### config.mk
export PLATFORM = sky130hd
export DESIGN_NAME = uart_baud_gen_frac
export DESIGN_NICKNAME = d
export VERILOG_FILES = /design/src/rtl/uart_baud_gen_frac.sv
export SDC_FILE = /design/constraint.sdc
export NUM_CORES = 1
export LEC_CHECK = 0
export CAP_MARGIN = 10
export CELL_PAD_IN_SITES_DETAIL_PLACEMENT = 2
export CELL_PAD_IN_SITES_GLOBAL_PLACEMENT = 2
export CORE_AREA = 2 2 115 117
export CTS_BUF_LIST = sky130_fd_sc_hd__clkbuf_8
export DETAILED_ROUTE_END_ITERATION = 8
export DIE_AREA = 0 0 117 119
export PLACE_DENSITY_LB_ADDON = 0.1
export SLEW_MARGIN = 20
export SYNTH_ARGS = -nofsm -noshare
export SYNTH_HDL_FRONTEND = slang
export SYNTH_SLANG_ARGS = --single-unit
### constraint.sdc
create_clock -name clkin -period 7.5 [get_ports clkin]
set_input_delay 1.125 -clock clkin [delete_from_list [all_inputs] [get_ports clkin]]
set_output_delay 1.125 -clock clkin [all_outputs]
set_load 0.01 [all_outputs]
### src/rtl/uart_baud_gen_frac.sv
// Fractional-N UART baud generator: os_tick every int+frac/2^FRAC_W clocks, bit_tick every OVERSAMPLE os_ticks.
// Tick outputs are decoded from registered counter state, gated by en/sync_clr in the same cycle.
module uart_baud_gen_frac #(
    parameter int INT_W        = 16,
    parameter int FRAC_W       = 4,
    parameter int OVERSAMPLE   = 16,
    parameter int DEFAULT_INT  = 54,
    parameter int DEFAULT_FRAC = 4
) (
    input  logic                          clkin,
    input  logic                          rst,
    input  logic                          en,
    input  logic                          sync_clr,
    input  logic [INT_W-1:0]              div_int,
    input  logic [FRAC_W-1:0]             div_frac,
    input  logic                          div_load,
    output logic                          div_busy,
    output logic                          os_tick,
    output logic                          bit_tick,
    output logic [$clog2(OVERSAMPLE)-1:0] os_phase,
    output logic                          baud_out
);
    localparam int PH_W = $clog2(OVERSAMPLE);
    localparam int RST_EFF = (DEFAULT_INT < 2) ? 2 : DEFAULT_INT;
    localparam logic [INT_W:0]    RST_CNT   = (INT_W+1)'(RST_EFF - 1);
    localparam logic [PH_W-1:0]   PH_LAST   = PH_W'(OVERSAMPLE - 1);
    localparam logic [INT_W-1:0]  MIN_INT   = INT_W'(2);

    logic [INT_W-1:0]  act_int_q, act_int_d, pend_int_q, pend_int_d;
    logic [FRAC_W-1:0] act_frac_q, act_frac_d, pend_frac_q, pend_frac_d;
    logic              busy_q, busy_d;
    logic [INT_W:0]    cnt_q, cnt_d;
    logic [FRAC_W-1:0] acc_q, acc_d;
    logic [PH_W-1:0]   phase_q, phase_d;
    logic              baud_q, baud_d;

    logic              tick_raw, os_tick_c, bit_tick_c, phase_last, apply, restart;
    logic [INT_W-1:0]  eff_int;
    logic [FRAC_W:0]   acc_sum;

    always_comb begin
        tick_raw    = en && (cnt_q == '0);
        os_tick_c   = tick_raw && !sync_clr;
        phase_last  = (phase_q == PH_LAST);
        bit_tick_c  = os_tick_c && phase_last;
        // Apply is keyed to the ungated bit boundary so a coincident sync_clr still lets it land.
        apply       = busy_q && (!en || (tick_raw && phase_last));
        restart     = !en || sync_clr || apply;

        act_int_d   = apply ? pend_int_q  : act_int_q;
        act_frac_d  = apply ? pend_frac_q : act_frac_q;
        eff_int     = (act_int_d < MIN_INT) ? MIN_INT : act_int_d;
        acc_sum     = {1'b0, acc_q} + {1'b0, act_frac_q};

        pend_int_d  = pend_int_q;
        pend_frac_d = pend_frac_q;
        busy_d      = busy_q;
        if (apply)
            busy_d = 1'b0;
        if (div_load) begin
            pend_int_d  = div_int;
            pend_frac_d = div_frac;
            busy_d      = 1'b1;
        end

        cnt_d   = cnt_q;
        acc_d   = acc_q;
        phase_d = phase_q;
        if (restart) begin
            cnt_d   = {1'b0, eff_int} - (INT_W+1)'(1);
            acc_d   = '0;
            phase_d = '0;
        end else if (tick_raw) begin
            // Fractional carry stretches this os period by one clock.
            cnt_d   = {1'b0, eff_int} - (INT_W+1)'(1) + (INT_W+1)'(acc_sum[FRAC_W]);
            acc_d   = acc_sum[FRAC_W-1:0];
            phase_d = phase_last ? '0 : phase_q + PH_W'(1);
        end else begin
            cnt_d   = cnt_q - (INT_W+1)'(1);
        end

        baud_d = baud_q ^ bit_tick_c;
    end

    always_ff @(posedge clkin or posedge rst) begin
        if (rst) begin
            act_int_q   <= INT_W'(DEFAULT_INT);
            act_frac_q  <= FRAC_W'(DEFAULT_FRAC);
            pend_int_q  <= INT_W'(DEFAULT_INT);
            pend_frac_q <= FRAC_W'(DEFAULT_FRAC);
            busy_q      <= 1'b0;
            cnt_q       <= RST_CNT;
            acc_q       <= '0;
            phase_q     <= '0;
            baud_q      <= 1'b0;
        end else begin
            act_int_q   <= act_int_d;
            act_frac_q  <= act_frac_d;
            pend_int_q  <= pend_int_d;
            pend_frac_q <= pend_frac_d;
            busy_q      <= busy_d;
            cnt_q       <= cnt_d;
            acc_q       <= acc_d;
            phase_q     <= phase_d;
            baud_q      <= baud_d;
        end
    end

    assign os_tick  = os_tick_c;
    assign bit_tick = bit_tick_c;
    assign os_phase = phase_q;
    assign div_busy = busy_q;
    assign baud_out = baud_q;
endmodule

; ---- Word-level counts from Yosys, hierarchy flattened
; Index checks and enable logic that the tools add are counted.
[totals]
regBits = 67
input_bits = 25
output_inout_bits = 8
elab_cells = 41
[op_classes]
add_sub_neg = 5
magnitude_cmp = 1
n_eq_ne = 1
mux = 11
n_bitwise = 1
reduce_logical = 13
[op_table]
columns = operator, n
row1 = $mux W17, 2
row2 = $mux W16, 2
row3 = $mux W4, 5
row4 = $add A17 B1 Y17, 1
row5 = $logic_not A17 Y1, 1
row6 = $sub A16 B1 Y17 const B, 1
row7 = $sub A17 B1 Y17 const B, 1
row8 = $lt A16 B2 Y1 const B, 1
row9 = $add A4 B4 Y5, 1
row10 = $logic_and A1 B1 Y1, 5
row11 = $add A4 B1 Y4 const B, 1
row12 = $eq A4 B4 Y1 const B, 1
row13 = $reduce_bool A2 Y1, 2
row14 = $logic_or A1 B1 Y1, 3
row15 = $logic_not A1 Y1, 2
row16 = $mux W1, 2
row17 = $xor A1 B1 Y1, 1

; ---- Longest topological paths before layout
[depth]
word_depth = 12
depth_mapped = 20
mapped_depth_nobuf = 17

; ---- Least setup slack after synthesis
; No wires, ideal clock.
[synth_timing]
path_kind = in2reg
start = input en
end = register cnt_q[14]
setup_ps = 137
arrival_ps = 4609
required_time_ps = 7363
setup_slack_ps = 2754
cell_stages = 17
n_path_buf = 2
cell_sequence = and4b_1 > clkbuf_1 > a31oi_4 > clkbuf_1 > nand3_1 > o21ai_0 > nand2b_1 > ha_1 > nor4b_1 > nand2_1 > xor2_1 > a211oi_1 > a22oi_1 > nor3b_2 > nand3_1 > mux2i_1 > a21oi_1
[synth_via]
elab_chain_len = 11
word_cells_on_any_way = 14
classes_between = 2 x add/sub / 1 x order compare / 4 x mux / 7 x reduce/logical
[synth_rtl]
columns = item, line
row1 = "start, declared", 12  ; input logic en,
row2 = $logic_and A1 B1 Y1, 42  ; tick_raw = en && (cnt_q == '0);
row3 = $logic_and A1 B1 Y1, 47  ; apply = busy_q && (!en || (tick_raw && phase_last));
row4 = $logic_or A1 B1 Y1, 47
row5 = $logic_and A1 B1 Y1, 47
row6 = $mux W16, 50  ; act_int_d = apply ? pend_int_q : act_int_q;
row7 = $lt A16 B2 Y1, 52  ; eff_int = (act_int_d < MIN_INT) ? MIN_INT : act_int_d;
row8 = $mux W16, 52
row9 = $sub A16 B1 Y17, "70, 75"
row10 = $add A17 B1 Y17, 75  ; cnt_d = {1'b0, eff_int} - (INT_W+1)'(1) + (INT_W+1)'(acc_sum[FRAC_W]);
row11 = $mux W17, 73  ; end else if (tick_raw) begin
row12 = $mux W17 (*), 69  ; if (restart) begin
row13 = via cnt_d[14], 32  ; logic [INT_W:0] cnt_q, cnt_d;
row14 = "end signal, assigned", 102  ; cnt_q <= cnt_d;
row15 = "end, declared", 32
; The timed path passes the listed nets; every way through them passes the cells marked *.
; A chain may end at the register's enable or synchronous reset.

; ---- Worst setup path in the final report
[layout_timing]
start = input en
end = register cnt_q[14]
[layout_via]
elab_chain_len = 11
word_cells_on_any_way = 14
classes_between = 2 x add/sub / 1 x order compare / 4 x mux / 7 x reduce/logical
[layout_rtl]
columns = item, line
row1 = $logic_and A1 B1 Y1, 42
row2 = $logic_and A1 B1 Y1, 47
row3 = $logic_or A1 B1 Y1 (*), 47
row4 = $logic_and A1 B1 Y1 (*), 47
row5 = $mux W16 (*), 50
row6 = via act_int_d[0], 29  ; logic [INT_W-1:0] act_int_q, act_int_d, pend_int_q, pend_int_d;
row7 = $lt A16 B2 Y1, 52
row8 = $mux W16 (*), 52
row9 = $sub A16 B1 Y17 (*), "70, 75"
row10 = $add A17 B1 Y17, 75
row11 = $mux W17, 73
row12 = $mux W17 (*), 69
row13 = via cnt_d[14], 32
; Marks and branches as above.

==> metrics.md <==
| Metric | Value |
|---|---|
| Post-Syn Instances | `492` |
| Share of cells above drive strength 1 | `14.18%` |
| H-tree depth | `3` |
| End point of the critical path | `cnt_q[14]$_DFF_PP0_` |
| RR Endpoint | `cnt_q[14]$_DFF_PP0_` |
| Met1 Usage GRT | `28.13%` |
| DR iter-0 viols | `112` |
| Gr usage total | `20.50%` |
| Vias | `3,820` |
| Number of port buffers | `32` |
| Unique masters post-synth | `59` |
| Vias in the first global route | `4,232` |
| Area leader, netlist | `dfrtp_1` |
| Syn Area/Cell | `8.921 sq um` |
| Row cnt | `42` |
| Yosys warning total | `0` |
| PnR Total Power | `1.086 mW` |
| Detailed Routing Iterations Pass 1 | `5` |
| Grt met3 use | `2.799%` |
| Final clock skew | `0.008517 ns` |
| Synthesized net count | `528` |
| Wire per inst | `18.99 um` |
| Reg2Reg Setup Slack | `2.28 ns` |
| Layout area overhead | `15.76%` |
| Ys async rst share | `100.0%` |
| GRT met2 Usage | `32.62%` |
| Detailed-placement wirelength estimate | `9977 um` |
| Worst endpoint data arrival time | `5.70 ns` |
| Grt ovf | `0` |
| Nets | `553` |
| Final period utilization | `72.82%` |
| Initial antenna violation count | `0` |
| Ant diodes | `0` |
| Hold buffers post-CTS | `0` |
| Setup WS pre-CTS | `1.635 ns` |
| Period minus WS final | `5.462 ns` |
| Synth top cells by count | `nand2_1 (93), dfrtp_1 (53), nor2_1 (33), a21oi_1 (30), nor3_1 (22)` |
| Initial Util | `34.09%` |
| First-pass GRT wire length | `22,050 um` |
| Post-DRT Antenna Nets | `0` |
| CTS sink count | `67` |
| I/O pin total | `33` |
| Critical Path Fanout Max | `20` |
| CP startpoint | `en` |
| Status | `completed` |
| Residual DRC | `0` |
| Ranking of synthesized cells by area | `dfrtp_1 (30%), dfstp_2 (8.4%), nand2_1 (8.0%)` |
| Worst Setup End Kind | `register` |
| Slew @ Worst Pin | `1.058 ns` |
| Die area | `0.01392 sq mm` |
| Largest net degree at the start of global routing | `68` |
| Clk root buf | `clkbuf_8` |
| Leakage power | `2.048 nW` |
| Slew margin rel. | `29.26%` |
| Max Cap Viol | `0` |
| VDD IR max | `0.00009802 V` |
| Critical Path Start Type | `input port` |
| Final worst setup slack | `2.038 ns` |
| Busiest grt layer | `met2` |
| Critical R2R Launch | `cnt_q[6]$_DFF_PP0_` |
| Clock Tree Buf Depth | `2` |
| Area of the multi-input gates | `0.002580 sq mm` |
| Post-synth top flop | `dfrtp_1` |
| Highest clock rate | `183.1 MHz` |
| RD Place Congestion | `0.8301` |
| Reg clk slew, reported paths | `0.08 ns` |
| Hold Vio Cnt, Final | `0` |
| DRT Wirelength | `13,260 um` |
| Final count of pins violating max slew | `0` |
| Final hold slack | `0.4652 ns` |
| Post-synth top area share | `30.22%` |
| Post-synth EDFFs | `0` |
| Worst Hold Class | `reg2reg` |
| Crit path required time | `7.74 ns` |
| Filler cells | `1,472` |
| Routed vias/inst | `5.473` |
| Seq/Total Area, Yosys | `38.60%` |
| Register area | `0.001694 sq mm` |
| Most common cell in the netlist | `nand2_1` |
| Synthesized area | `0.004389 sq mm` |
| Die X | `117 um` |
| CORE AREA | `0.01287 sq mm` |
| Worst-case reg-to-reg path depth | `15` |
| Post-CTS setup buffers | `0` |
| Power Density | `213.6 mW/mm^2` |
| CP Class | `in2reg` |
| Final setup vio count | `0` |
| CTS tree | `done` |
| Die Y-Extent | `119 um` |
| TritonCTS Buffers | `9` |
| Worst skew pair latency | `0.37 ns` |
| Synthesis-stage register bit count | `67` |
| Setup TNS Final | `0 ns` |
| RSZ-0062 raised after global routing | `no` |
| # resized after CTS | `0` |
[critical path: stages]
cell	delay [ns]
clkdlybuf4s50_1	0.48
and4b_1	0.31
a31oi_4	0.59
mux2i_1	0.28
inv_1	0.08
nand2b_1	0.13
ha_1	0.27
nor4b_1	0.83
nand2_1	0.15
xor2_1	0.19
a211oi_1	0.27
a22oi_1	0.16
nor3b_2	0.35
nand3_1	0.19
mux2i_1	0.19
a21oi_1	0.09
[layout by cell type (no fill, tap or decap), drive strengths merged, types with 7 or more instances in the layout]
cell type,instances
nor2,33
xnor2,17
dfrtp,53
mux2i,21
nand3,16
ha,10
inv,7
a21oi,30
mux2,20
clkbuf,10
dfstp,14
xor2,17
clkdlybuf4s50,32
nor3,24
or3,7
o21ai,14
nor4,13
nand2,93
o22ai,11
[metrics by stage]
step / std cells / utilization (%) / area [sq um]
after floorplan: 492 / - / 4389
after global placement: 682 / 37.89 / 4878
after detailed placement: 682 / 37.89 / 4878
after CTS: 698 / 39.47 / 5081
after global routing: 698 / 39.47 / 5081
final: 698 / 39.47 / 5081
[cell families after synthesis]
family / after synthesis / synth area share, %
compound gates: 89 / 13.68
xor+xnor: 34 / 6.784
fa+ha+maj: 11 / 3.307
buf+inv: 30 / 2.623
flops: 67 / 38.60
mux: 41 / 9.920
simple gates: 220 / 25.09
[worst min path at each step]
stage / from / endpoint / slack, ns / depth (start not counted)
after CTS: baud_out$_DFF_PP0_ / baud_out$_DFF_PP0_ / 0.47 / 1
after global routing: baud_out$_DFF_PP0_ / baud_out$_DFF_PP0_ / 0.50 / 1
final: baud_out$_DFF_PP0_ / baud_out$_DFF_PP0_ / 0.47 / 1
after global placement: pend_frac_q[2]$_DFFE_PP1P_ / act_frac_q[2]$_DFFE_PP1N_ / 0.45 / 2
after floorplan: act_frac_q[2]$_DFFE_PP1N_ / act_frac_q[2]$_DFFE_PP1N_ / 0.44 / 2
after detailed placement: baud_out$_DFF_PP0_ / baud_out$_DFF_PP0_ / 0.46 / 1
[flip-flops by register name (all words and copies together) (netlist names)]
name         cells
pend_frac_q      4
baud_out         1
os_phase         4
pend_int_q      16
cnt_q           17
acc_q            4
div_busy         1
act_frac_q       4
act_int_q       16
[power breakdown]
part	switching, mW	internal (mW)
Combinational	0.162	0.119
Sequential	0.0690	0.421
Clock	0.153	0.162
Total	0.383	0.702
[cell type report]
type / count / share of cell area (%)
multi-input cells: 395 / 50.78
repair buffers: 37 / 7.043
inverters: 7 / 0.5171
well taps: 176 / 4.334
clock inverters: 6 / 1.280
clock buffers: 10 / 2.709
flip-flops and latches: 67 / 33.34
[per-layer routing]
| metal | wire [um] | part of all wire (%) |
|---|---|---|
| met1 | 6508 | 49 |
| met2 | 6242 | 47 |
| met3 | 229 | 1.7 |
| met4 | 274 | 2.1 |
| met5 | 0 | 0 |
(Power assumes the default switching activity.)
